`config.mk`:
```
export PLATFORM = sky130hd
export DESIGN_NAME = slime_actor
export DESIGN_NICKNAME = d
export VERILOG_FILES = /design/src/rtl/slime_pkg.sv /design/src/rtl/slime_actor_key_decode.sv /design/src/rtl/slime_actor.sv
export SDC_FILE = /design/constraint.sdc
export NUM_CORES = 1
export LEC_CHECK = 0
export ABC_AREA = 1
export BUFFER_PORTS_ARGS = -buffer_cell sky130_fd_sc_hd__buf_4
export CAP_MARGIN = 10
export CORE_UTILIZATION = 50
export CTS_CLUSTER_DIAMETER = 30
export DETAILED_ROUTE_END_ITERATION = 10
export GPL_TIMING_DRIVEN = 0
export PLACE_DENSITY = 0.7
export SLEW_MARGIN = 20
export SYNTH_ARGS = -nofsm -noshare
export SYNTH_HDL_FRONTEND = slang
export SYNTH_SLANG_ARGS = --single-unit
export TNS_END_PERCENT = 10
```
`constraint.sdc`:
```
create_clock -name frame_clk -period 3.2 [get_ports frame_clk]
set_input_delay 0.64 -clock frame_clk [delete_from_list [all_inputs] [get_ports frame_clk]]
set_output_delay 0.64 -clock frame_clk [all_outputs]
set_load 0.01 [all_outputs]
```
`src/rtl/slime_pkg.sv`:
```
// ============================================================================
//  Module   : slime_pkg
//  Purpose  : Shared slime motion types, keycodes and field limits.
//  Revision : 1.0
// ============================================================================
`default_nettype none

package slime_pkg;

  typedef enum logic [1:0] {
    GROUND = 2'd0,
    RISE   = 2'd1,
    FALL   = 2'd2
  } actor_state_t;

  localparam logic [7:0] KEY_LEFT  = 8'h04;
  localparam logic [7:0] KEY_RIGHT = 8'h07;
  localparam logic [7:0] KEY_JUMP  = 8'h1A;

  // Playfield extents, shared with the puck block.
  localparam int unsigned FIELD_X_MAX = 639;
  localparam int unsigned FIELD_Y_MAX = 479;

endpackage

`default_nettype wire

```
`src/rtl/slime_actor_key_decode.sv`:
```
// ============================================================================
//  Module   : actor_key_decode
//  Purpose  : Combinational HID keycode to left/right/jump decoder.
//  Revision : 1.0
// ============================================================================
`default_nettype none

module actor_key_decode
  import slime_pkg::*;
(
  input  logic [7:0] keycode,
  output logic       left,
  output logic       right,
  output logic       jump
);

  assign left  = (keycode == KEY_LEFT);
  assign right = (keycode == KEY_RIGHT);
  assign jump  = (keycode == KEY_JUMP);

endmodule

`default_nettype wire

```
`src/rtl/slime_actor.sv`:
```
// ============================================================================
//  Module   : slime_actor
//  Purpose  : Per-frame slime motion: horizontal steps, gravity jump, clamping.
//  Revision : 1.0
// ============================================================================
`default_nettype none

module slime_actor
  import slime_pkg::*;
#(
  parameter int unsigned X_START  = 320,
  parameter int unsigned Y_GROUND = 440,
  parameter int unsigned X_MIN    = 0,
  parameter int unsigned X_MAX    = FIELD_X_MAX,
  parameter int unsigned Y_MIN    = 0,
  parameter int unsigned SIZE     = 40,
  parameter int unsigned STEP_X   = 6,
  parameter int unsigned JUMP_V   = 16,
  parameter int unsigned GRAVITY  = 1,
  parameter int unsigned MAX_FALL = 16
) (
  input  logic       frame_clk,
  input  logic       Reset_n,
  input  logic [7:0] keycode,
  input  logic       GameActive,
  output logic [9:0] Actor_X,
  output logic [9:0] Actor_Y,
  output logic [9:0] Actor_Size,
  output logic       airborne
);

  localparam logic [10:0] C_X_LO     = 11'(X_MIN + SIZE);
  localparam logic [10:0] C_X_HI     = 11'(X_MAX - SIZE);
  localparam logic [10:0] C_Y_LO     = 11'(Y_MIN + SIZE);
  localparam logic [10:0] C_Y_GND    = 11'(Y_GROUND);
  localparam logic [10:0] C_STEP     = 11'(STEP_X);
  localparam logic [4:0]  C_JUMP_V   = 5'(JUMP_V);
  localparam logic [4:0]  C_GRAV     = 5'(GRAVITY);
  localparam logic [5:0]  C_MAX_FALL = 6'(MAX_FALL);

  actor_state_t r_state, w_state_nxt;
  logic [9:0]   r_x, r_y, w_x_nxt, w_y_nxt;
  logic [4:0]   r_vy, w_vy_nxt, w_vy_rise;
  logic [5:0]   w_vy_sum, w_vy_fall;
  logic [10:0]  w_x_ext, w_y_ext, w_vy_ext;
  logic [10:0]  w_x_dn, w_x_up, w_y_up, w_y_dn;
  logic         w_left, w_right, w_jump;

  actor_key_decode u_key_decode (
    .keycode (keycode),
    .left    (w_left),
    .right   (w_right),
    .jump    (w_jump)
  );

  // 11-bit arithmetic; bit 10 of a difference flags an underflow past zero.
  assign w_x_ext   = {1'b0, r_x};
  assign w_y_ext   = {1'b0, r_y};
  assign w_vy_ext  = {6'd0, r_vy};
  assign w_x_dn    = w_x_ext - C_STEP;
  assign w_x_up    = w_x_ext + C_STEP;
  assign w_y_up    = w_y_ext - w_vy_ext;
  assign w_vy_rise = (r_vy > C_GRAV) ? (r_vy - C_GRAV) : 5'd0;
  assign w_vy_sum  = {1'b0, r_vy} + {1'b0, C_GRAV};
  assign w_vy_fall = (w_vy_sum > C_MAX_FALL) ? C_MAX_FALL : w_vy_sum;
  assign w_y_dn    = w_y_ext + {5'd0, w_vy_fall};

  always_comb begin
    w_state_nxt = r_state;
    w_x_nxt     = r_x;
    w_y_nxt     = r_y;
    w_vy_nxt    = r_vy;
    if (GameActive) begin
      if (w_left) begin
        w_x_nxt = (w_x_dn[10] || (w_x_dn < C_X_LO)) ? C_X_LO[9:0] : w_x_dn[9:0];
      end else if (w_right) begin
        w_x_nxt = (w_x_up > C_X_HI) ? C_X_HI[9:0] : w_x_up[9:0];
      end
      case (r_state)
        GROUND: begin
          if (w_jump) begin
            w_state_nxt = RISE;
            w_vy_nxt    = C_JUMP_V;
          end
        end
        RISE: begin
          if (w_y_up[10] || (w_y_up < C_Y_LO)) begin
            w_y_nxt     = C_Y_LO[9:0];
            w_vy_nxt    = 5'd0;
            w_state_nxt = FALL;
          end else begin
            w_y_nxt  = w_y_up[9:0];
            w_vy_nxt = w_vy_rise;
            if (w_vy_rise == 5'd0) w_state_nxt = FALL;
          end
        end
        FALL: begin
          if (w_y_dn >= C_Y_GND) begin
            w_y_nxt     = C_Y_GND[9:0];
            w_vy_nxt    = 5'd0;
            w_state_nxt = GROUND;
          end else begin
            w_y_nxt  = w_y_dn[9:0];
            w_vy_nxt = w_vy_fall[4:0];
          end
        end
        default: begin
          w_state_nxt = GROUND;
          w_vy_nxt    = 5'd0;
        end
      endcase
    end
  end

  always_ff @(posedge frame_clk or negedge Reset_n) begin
    if (!Reset_n) begin
      r_state <= GROUND;
      r_x     <= 10'(X_START);
      r_y     <= 10'(Y_GROUND);
      r_vy    <= 5'd0;
    end else begin
      r_state <= w_state_nxt;
      r_x     <= w_x_nxt;
      r_y     <= w_y_nxt;
      r_vy    <= w_vy_nxt;
    end
  end

  assign Actor_X    = r_x;
  assign Actor_Y    = r_y;
  assign Actor_Size = 10'(SIZE);
  assign airborne   = (r_state != GROUND);

endmodule

`default_nettype wire

```
==> impl_metrics.yaml, run 1 <==
status:
  outcome: "finished, final reports clean"
global_route:
  grt.overflow.total: 0
  grt_use_total: 0.2499
  grt_max_degree: 28
  grt_pass1_wl_um: 14370
  grt_pass1_vias: 3137
  antenna_found_initial: 0
setup_path:
  worst-path-stages: 21
  path_cells: "ha_4 > nand2_2 > nor2_2 > xor2_1 > o21ai_2 > nor2_2 > ha_2 > inv_2 > fa_2 > inv_2 > nand3_4 > nand3_2 > nand2_2 > nor2_1 > nand2_1 > nand2_2 > nand3_4 > clkbuf_16 > nand3b_1 > nand3_1 > o21ai_1"
  crit_type: "reg2reg"
  cp.required_ns: 3.42
  critical_path.max_fanout: 5
  rr_worst_depth: 21
  cp_common_cell: "nand2_2"
  crit_family: "simple AND/OR/NAND/NOR gates"
  worstSetupEndpointType: "flop"
  slowest_stage: "dfrtp_2"
  cp-start-kind: "flop"
  critical_path_arrival_ns: 3.34
  cpPeakStageDelay_ns: 0.45
  cp_num_buf_inv: 3
drt:
  drc: 0
  vias: 3507
  wirelength_um: 8567
  drtIter0Drc: 165
  drt-pass1-iter-count: 4
  drtAntennaViolNets: 0
  viasPerCell: 5.242
  wl_per_cell_um: 12.81
clock_tree:
  clkTransAtPathRegs_ns: 0.10
  clockRootBuffer: "clkbuf_8"
  cts_sinks: 27
  cts_tree: "done"
  clock_tree.htree_level_count: 1
  clockBufferDepth: 2
  cts_buffers: 3
  clk_latency_ns: 0.28
run:
  cap_violations: 0
power_and_ir_drop:
  p_leak_nw: 2.194
  power_density_nw_per_um2: 923.1
  peakVddDrop_mv: 0.4899
placed_design:
  place_congestion: 0.9650
  port_buffers: 31
  hpwl_um: 6578
  placed_cells: 653
sta:
  final-max-slew-violation-count: 0
  relSlewSlack: 0.6142
  finalCriticalPeriod_ns: 3.121
  rsz0062_at_grt: "yes"
  fin_crit_sh: 0.9752
  fmax_ghz: 0.3205
  finalHoldViolations: 0
  final.setup_skew_ns: 0.004005
  worst_pin_slew_ns: 0.5744
  setup_viol: 0
final_layout:
  area_growth_syn_to_layout_pct: 19.95
  fin_util: 0.6219
  fin_nets: 627
  stdcell_count: 669
  final_layout_size_suffix_gt1_frac: 0.2264
  n_antenna_cell: 0
yosys:
  ys_warn_count: 0
  synth.area.top_cells: "nand2_1, dfrtp_1, nand3_1, inv_1, ha_1"
  yosysMostFrequentCell: "nand2_1"
  postSynthCellCount: 536
  synth_ff_type: "dfrtp_1"
  async_reset_ff_frac: 1.000
  synth_seq_cells: 27
  synth_top_family_by_area: "simple AND/OR/NAND/NOR gates"
  synth_top_area_share: 0.1950
  yosys.area.top_type: "nand2_1"
  synth_compound_area_frac: 0.07222
  synthAdderAreaFrac: 0.09198
  synthSimpleGateAreaFrac: 0.4390
  synth_xor_area_frac: 0.04485
  muxShareOfSynthArea: 0
  synth_cell_types: 41
  synth_commonest_cells: "nand2_1, inv_1, nand3_1, nor2_1, ha_1"
  syn_area_per_cell_um2: 6.142
  syn-cell-area_um2: 3292
  yosysSeqAreaShare: 0.2079
  synth_edf_count: 0
floorplan:
  fp.dieW_um: 83.14
  die_height_um: 83.14
  rows: 29
  dieArea_um2: 6912
  num_io_pins: 42
  core_um2: 6350
  start_util: 0.5184
min_path:
  hp-class: "in2async"
[sequential cells by signal, summed over array words and instances, names as in the netlist]
| signal | flops |
|---|---|
| Actor_X | 10 |
| r_state | 2 |
| Actor_Y | 10 |
| r_vy | 5 |
[placed cells by master, fill, tap and decap left out, types with 2 or more instances in the layout]
cell type  Yosys  layout
dfrtp_1       20      18
inv_2          3       6
nand3b_1       3       3
conb_1         2      11
nand3_2        4       8
xor2_2         1       2
buf_6          4       4
nand3_1       69      62
o21ai_2        3       4
a21oi_2        3       4
ha_2           0       2
a21oi_1       12      11
o211ai_1       2       2
nor3_1         2       2
o21ai_0       11      10
nand3_4        0       3
o21ai_1        4       4
dfstp_2        7       7
nand4_1        7       7
inv_1         78      75
xor2_1        13      12
ha_1          21      18
nor2_1        54      49
dfrtp_2        0       2
buf_4         13      54
buf_2          4       4
nand2_1      171     164
nor2_2         1       6
nand2_2        6      12
clkbuf_8       0       3
nor3_2         2       2
xnor2_1        2       2
[final timing paths]
kind / end / slack [ns] / start
worst max-delay path: Actor_Y[5] / 0.08 / r_vy[0]
worst min-delay path: Actor_Y[2] / 0.25 / Reset_n
worst max register to register: Actor_Y[5] / 0.08 / r_vy[0]
worst min register to register: Actor_Y[4] / 0.51 / Actor_Y[4]
max in group asynchronous: Actor_X[6] / 2.64 / Reset_n
min in group frame_clk: Actor_Y[4] / 0.51 / Actor_Y[4]
[layout make-up]
type | instances | area (um^2)
fillers | 611 | 2401
multi-input cells | 416 | 2302
flip-flops and latches | 27 | 686.9
repair buffers | 43 | 344.1
inverters | 81 | 304.0
plain buffers | 21 | 166.4
well taps | 77 | 96.34
clock buffers | 3 | 41.29
clock inverters | 1 | 7.507
[power by group]
part           switching, W  leakage [nW]  total (W)  internal, W
Clock              0.000120        0.0217   0.000209    0.0000887
Combinational       0.00169          1.84    0.00278      0.00110
Sequential         0.000171         0.329   0.000653     0.000482
[logic make-up (layout without fill, tap and decap cells)]
| kind of cell | after synthesis | after routing |
|---|---|---|
| xor+xnor | 16 | 16 |
| buf+inv | 102 | 149 |
| fa+ha+maj | 23 | 23 |
| compound gates | 40 | 40 |
| simple gates | 326 | 326 |
| flops | 27 | 27 |
| other cells | 2 | 11 |
[metrics by stage]
stage               setup WS (ns)  hold slack [ns]  power, W  cell area [um^2]  setup TNS, ns
floorplan                  0.2618           0.3444  0.002511              3326              0
global placement          -0.2263           0.4889  0.003074              3655         -2.492
detailed placement        -0.2511           0.4921  0.003109              3655         -2.781
CTS                       0.03731           0.2726  0.003390              3755              0
global route             -0.09554           0.2816  0.004046              3949        -0.8888
finish                    0.07944           0.2531  0.003645              3949              0
[per-layer routing]
| layer | track usage | wire (um) |
|---|---|---|
| met5 | 0 | 0 |
| met4 | 0.06270 | 138 |
| met3 | 0.03082 | 552 |
| met2 | 0.3964 | 3778 |
| met1 | 0.3605 | 4097 |
[worst register-to-register path: stages, from the launching register on]
cell and delay, ns:
dfrtp_2 0.45, ha_4 0.16, nand2_2 0.07, nor2_2 0.12, xor2_1 0.23, o21ai_2 0.12
nor2_2 0.13, ha_2 0.22, inv_2 0.05, fa_2 0.38, inv_2 0.09, nand3_4 0.08
nand3_2 0.09, nand2_2 0.05, nor2_1 0.10, nand2_1 0.07, nand2_2 0.08, nand3_4 0.12
clkbuf_16 0.19, nand3b_1 0.11, nand3_1 0.08, o21ai_1 0.08
[repair_timing]
item | in CTS | in global routing
gates cloned | 0 | 1
buffers inserted | 6 | 5
gates resized for setup | 5 | 34
hold buffers | 0 | 0
setup endpoints to repair | 14 | 15
pin swaps | 2 | 14
Note: power is estimated with default switching activity, not from simulation.
==> run 2, diff against run 1 <==
PLACE_DENSITY = 0.69   (was 0.7)
==> impl_metrics.yaml, run 2 (synthesized netlist as in run 1, its figures left out) <==
setup_path:
  reg2reg_setup_slack_ns: 0.13
  cp-start-kind: "flop"
  crit_family: "simple AND/OR/NAND/NOR gates"
  r2r-end: "r_vy[3]"
  slowest_stage: "dfrtp_2"
  worstSetupEndpointType: "flop"
  cpPeakStageDelay_ns: 0.48
  path_cells: "nand3_1 > xor2_1 > inv_1 > nor2_1 > o21ai_2 > nor2_2 > ha_2 > inv_2 > fa_2 > inv_2 > nand3_4 > nand2_4 > nand2_1 > nand2_1 > nand2_1 > nand2_1 > nand2_2 > nand3_4 > buf_6 > nand3_2 > nand2_1 > nand2_1 > o21ai_1"
  critical_path_arrival_ns: 3.30
  cp.required_ns: 3.42
  cp_common_cell: "nand2_1"
  cp_num_buf_inv: 4
  critical_path.max_fanout: 6
  crit_type: "reg2reg"
  r2r-start: "r_vy[2]"
  rr_worst_depth: 23
min_path:
  hp-class: "in2async"
sta:
  worst_slack_ns: 0.1254
  fin_crit_sh: 0.9608
  final-max-slew-violation-count: 0
  finalCriticalPeriod_ns: 3.075
  rsz0062_at_grt: "yes"
  finalHoldViolations: 0
  setup_viol: 0
  fmax_ghz: 0.3252
  final.setup_skew_ns: 0.009209
  worst_pin_slew_ns: 0.5771
  relSlewSlack: 0.6124
  hold_slack_ns: 0.2432
run:
  cap_violations: 0
clock_tree:
  clk_latency_ns: 0.29
  cts_sinks: 27
  clkTransAtPathRegs_ns: 0.11
  clock_tree.htree_level_count: 1
  cts_tree: "done"
  postCtsHoldBufs: 0
  cts_buffers: 3
  clockRootBuffer: "clkbuf_8"
  clockBufferDepth: 2
drt:
  vias: 3494
  drc: 0
  viasPerCell: 5.231
  drtAntennaViolNets: 0
  wl_per_cell_um: 12.87
  drtIter0Drc: 175
  drt-pass1-iter-count: 4
  wirelength_um: 8594
final_layout:
  final_area_um2: 3926
  area_growth_syn_to_layout_pct: 19.27
  fin_nets: 626
  fill_cells: 623
  layout_commonest_cell: "nand2_1"
  final_layout_size_suffix_gt1_frac: 0.2200
  layout_common_cells: "nand2_1, inv_1, nand3_1"
  n_antenna_cell: 0
power_and_ir_drop:
  p_leak_nw: 2.195
  clock_power_share: 0.060
  pwr-share-comb: 0.764
  switching_share: 0.5493
  seqPwrFrac: 0.176
  power_switching_w: 0.001998
  power_density_nw_per_um2: 926.5
  peakVddDrop_mv: 0.5537
  internal-power_w: 0.001640
floorplan:
  dieArea_um2: 6912
  fp.dieW_um: 83.14
  num_io_pins: 42
  die_height_um: 83.14
  core_um2: 6350
  start_util: 0.5184
  rows: 29
global_route:
  grt_pass1_wl_um: 14580
  grt.overflow.total: 0
  grt_pass1_vias: 3227
  grt_max_degree: 28
  antenna_found_initial: 0
  grt_use_total: 0.2540
placed_design:
  dpl-instance-area_um2: 3655
  hpwl_um: 6684
  place_congestion: 0.9207
  port_buffers: 31
  dp_slack_ns: -0.1859
status:
  outcome: "finished, final reports clean"
-- run 2: changes by cell type in the layout (fill, tap and decap cells not counted), sizes merged --
cell      before  now
clkbuf         4    3
clkinv         0    1
clkinvlp       1    0
-- run 2: area by class of cell --
type	count	area, um^2	share of cell area
buffer	21	162.7	0.04143
clock buffer	3	41.29	0.01052
clock inverter	1	5.005	0.001275
inverter	81	304.0	0.07744
multi-input combinational	416	2298	0.5854
sequential	27	686.9	0.1750
tap	77	96.34	0.02454
timing repair buffer	42	331.6	0.08445
-- run 2: worst max-delay path by stage --
stage | cells after the start | from | to | slack, ns
3_5_place_dp | 22 | r_vy[0] | Actor_Y[0] | -0.19
4_1_cts | 21 | r_vy[1] | Actor_Y[6] | 0.01
2_1_floorplan | 22 | r_vy[0] | Actor_Y[1] | 0.26
3_3_place_gp | 22 | r_vy[0] | Actor_Y[0] | -0.14
6_report | 23 | r_vy[2] | r_vy[3] | 0.13
5_1_grt | 23 | r_vy[2] | r_vy[3] | -0.06
-- run 2: per-layer routing --
metal / routed length [um] / global-route usage
met5: 0 / 0
met4: 210 / 0.09875
met3: 266 / 0.02087
met2: 4380 / 0.4441
met1: 3737 / 0.3240
-- run 2: power groups by stage --
stage / clock network (W) / logic, W / registers (W)
after floorplan: 0 / 0.00188 / 0.000634
after global placement: 0 / 0.00242 / 0.000644
after detailed placement: 0 / 0.00246 / 0.000647
after CTS: 0.000214 / 0.00253 / 0.000636
after global routing: 0.000230 / 0.00315 / 0.000660
final: 0.000217 / 0.00278 / 0.000640
-- run 2: through the flow --
step	util	std cells	setup TNS, ns	power [W]
floorplan	-	545	0	0.002511
global placement	0.5756	653	-1.302	0.003065
detailed placement	0.5756	653	-1.989	0.003106
CTS	0.5886	660	0	0.003385
global route	0.6183	668	-0.3138	0.004040
finish	0.6183	668	0	0.003638
-- run 2: what timing repair did --
item	in CTS	in global routing
pin swaps	2	21
endpoints found under the setup margin	14	15
gates cloned	0	1
buffers inserted	3	7
resized for setup	5	33
==> run 3, diff against run 2 <==
PLACE_DENSITY = 0.7   (was 0.69)
SYNTH_HIERARCHICAL = 1   (was default)
==> impl_metrics.yaml, run 3 <==
setup_path:
  critical_path_arrival_ns: 3.25
  cp-start-kind: "flop"
  critical_path.max_fanout: 6
  cp.required_ns: 3.37
  crit_type: "reg2reg"
  worstSetupEndpointType: "flop"
floorplan:
  fp.dieW_um: 82.40
  die_height_um: 82.40
  dieArea_um2: 6789
  core_um2: 6061
  num_io_pins: 42
  rows: 28
  start_util: 0.5332
drt:
  vias: 3429
  wl_per_cell_um: 12.44
  viasPerCell: 5.243
  highest_layer: "met4"
  wirelength_um: 8138
  drt-pass1-iter-count: 5
  wirelength_met1_um: 4018
  drtIter0Drc: 273
  drtAntennaViolNets: 0
  met2WireLength_um: 3693
  wl_met3_um: 392
  drc: 0
final_layout:
  fin_nets: 614
  layout_commonest_cell: "nand2_1"
  fin_util: 0.6177
  n_antenna_cell: 0
  final_area_um2: 3744
  fill_cells: 593
  stdcell_count: 654
  layout_common_cells: "nand2_1, inv_1, buf_4"
  final_layout_size_suffix_gt1_frac: 0.2055
  area_growth_syn_to_layout_pct: 15.83
run:
  cap_violations: 0
placed_design:
  placed_cells: 643
  port_buffers: 31
  place_congestion: 0.8980
  hpwl_um: 6371
  dpl-instance-area_um2: 3592
global_route:
  grt_use_total: 0.2524
  grt_pass1_vias: 2911
  grt.overflow.total: 0
  grt_pass1_wl_um: 13160
  grt_max_degree: 28
  antenna_found_initial: 0
sta:
  worst_pin_slew_ns: 0.5198
  fin_crit_sh: 0.9619
  final.setup_skew_ns: 0.01871
  relSlewSlack: 0.6511
  finalHoldViolations: 0
  finalCriticalPeriod_ns: 3.078
  setup_viol: 0
  final-max-slew-violation-count: 0
  fmax_ghz: 0.3249
min_path:
  hp-class: "in2async"
yosys:
  synth.area.top_cells: "nand2_1, dfrtp_1, ha_1, nand3_1, inv_1"
  synth_edf_count: 0
  syn_area_per_cell_um2: 6.121
  async_reset_ff_frac: 1.000
  yosys.area.top_type: "nand2_1"
  synth_ff_type: "dfrtp_1"
  synth_cell_types: 41
  synth_top_area_share: 0.2253
  synth_commonest_cells: "nand2_1, inv_1, nor2_1, nand3_1, ha_1"
  synth_seq_cells: 27
  yosysSeqAreaShare: 0.2118
  ys_warn_count: 6
  postSynthCellCount: 528
  yosysMostFrequentCell: "nand2_1"
  syn-cell-area_um2: 3232
clock_tree:
  cts_sinks: 27
  cts_tree: "done"
  clk_latency_ns: 0.29
  clockBufferDepth: 2
  cts_buffers: 3
  clkTransAtPathRegs_ns: 0.11
  postCtsHoldBufs: 0
  clockRootBuffer: "clkbuf_8"
  clock_tree.htree_level_count: 1
power_and_ir_drop:
  pwr-share-comb: 0.746
  p_leak_nw: 2.041
  power_switching_w: 0.001858
  seqPwrFrac: 0.191
  finalPower_w: 0.003383
  clock_power_share: 0.062
  switching_share: 0.5492
  internal-power_w: 0.001525
  peakVddDrop_mv: 0.5262
  power_density_nw_per_um2: 903.8
status:
  outcome: "finished, final reports clean"
run 3: routing by layer:
metal	up-vias	track usage
met5	-	0
met4	0	0.03684
met3	8	0.02967
met2	92	0.4050
met1	1574	0.3682
li1	1755	-
run 3: worst max-delay path, cell delays in order, from the launching register on:
cell	delay, ns
dfrtp_2	0.48
ha_4	0.18
nand2_2	0.08
nor2_1	0.07
nand2_1	0.13
a21oi_4	0.09
nor2_2	0.15
ha_2	0.19
inv_1	0.06
fa_2	0.42
inv_2	0.08
nand3_2	0.07
nand2_2	0.08
nand2_1	0.05
o211ai_1	0.09
nand2_1	0.12
nor2_2	0.12
nand2_2	0.08
nand2_4	0.14
inv_4	0.06
nand2_1	0.06
nand2_1	0.05
nand2_1	0.06
nand2_1	0.06
run 3: final cells by class:
class / instances / area [um^2] / area share
plain buffers: 17 / 112.6 / 0.03008
inverters: 71 / 270.3 / 0.07219
well taps: 75 / 93.84 / 0.02507
clock inverters: 1 / 7.507 / 0.002005
clock buffers: 3 / 41.29 / 0.01103
flip-flops and latches: 27 / 685.7 / 0.1832
repair buffers: 38 / 285.3 / 0.07620
multi-input cells: 422 / 2247 / 0.6003
run 3: cell families (layout without fill, tap and decap cells):
kind of cell,count (synthesis),count (layout),synth area share
adders and majority gates,23,23,0.09369
xor gates and xnor gates,12,12,0.03485
DFF,27,27,0.2118
other,2,11,0.002324
buffers and inverters,88,130,0.1185
AOI/OAI and AO/OA,39,39,0.07085
and+or+nand+nor,337,337,0.4681
run 3: worst paths after layout:
check | startpoint | end | slack, ns | cells after the start
worst min-delay path | Reset_n | Actor_Y[0] | 0.24 | 1
worst max register to register | r_vy[0] | Actor_Y[1] | 0.12 | 23
min in group frame_clk | Actor_Y[4] | Actor_Y[4] | 0.51 | 2
max in group asynchronous | Reset_n | Actor_X[8] | 2.62 | 1
worst min register to register | Actor_Y[4] | Actor_Y[4] | 0.51 | 2
worst max-delay path | r_vy[0] | Actor_Y[1] | 0.12 | 23
run 3: per-stage QoR:
| stage | setup WS (ns) | setup TNS [ns] | hold WS, ns |
|---|---|---|---|
| global placement | 0.02819 | 0 | 0.4851 |
| global route | -0.07840 | -0.3469 | 0.2616 |
| detailed placement | 0.02939 | 0 | 0.4858 |
| floorplan | 0.4328 | 0 | 0.3444 |
| CTS | 0.01389 | 0 | 0.2584 |
| finish | 0.1219 | 0 | 0.2421 |
run 3: power groups by stage:
stage	combinational, W	clock (W)	sequential (W)
after floorplan	0.00183	0	0.000637
after global placement	0.00235	0	0.000647
after detailed placement	0.00239	0	0.000649
after CTS	0.00241	0.000216	0.000643
after global routing	0.00285	0.000233	0.000668
final	0.00253	0.000211	0.000648
run 3: timing repair:
item / 4_1_cts / 5_1_grt
buffers inserted: 0 / 7
gates resized for setup: 1 / 13
setup endpoints to repair: 3 / 14
pin swaps: 0 / 10
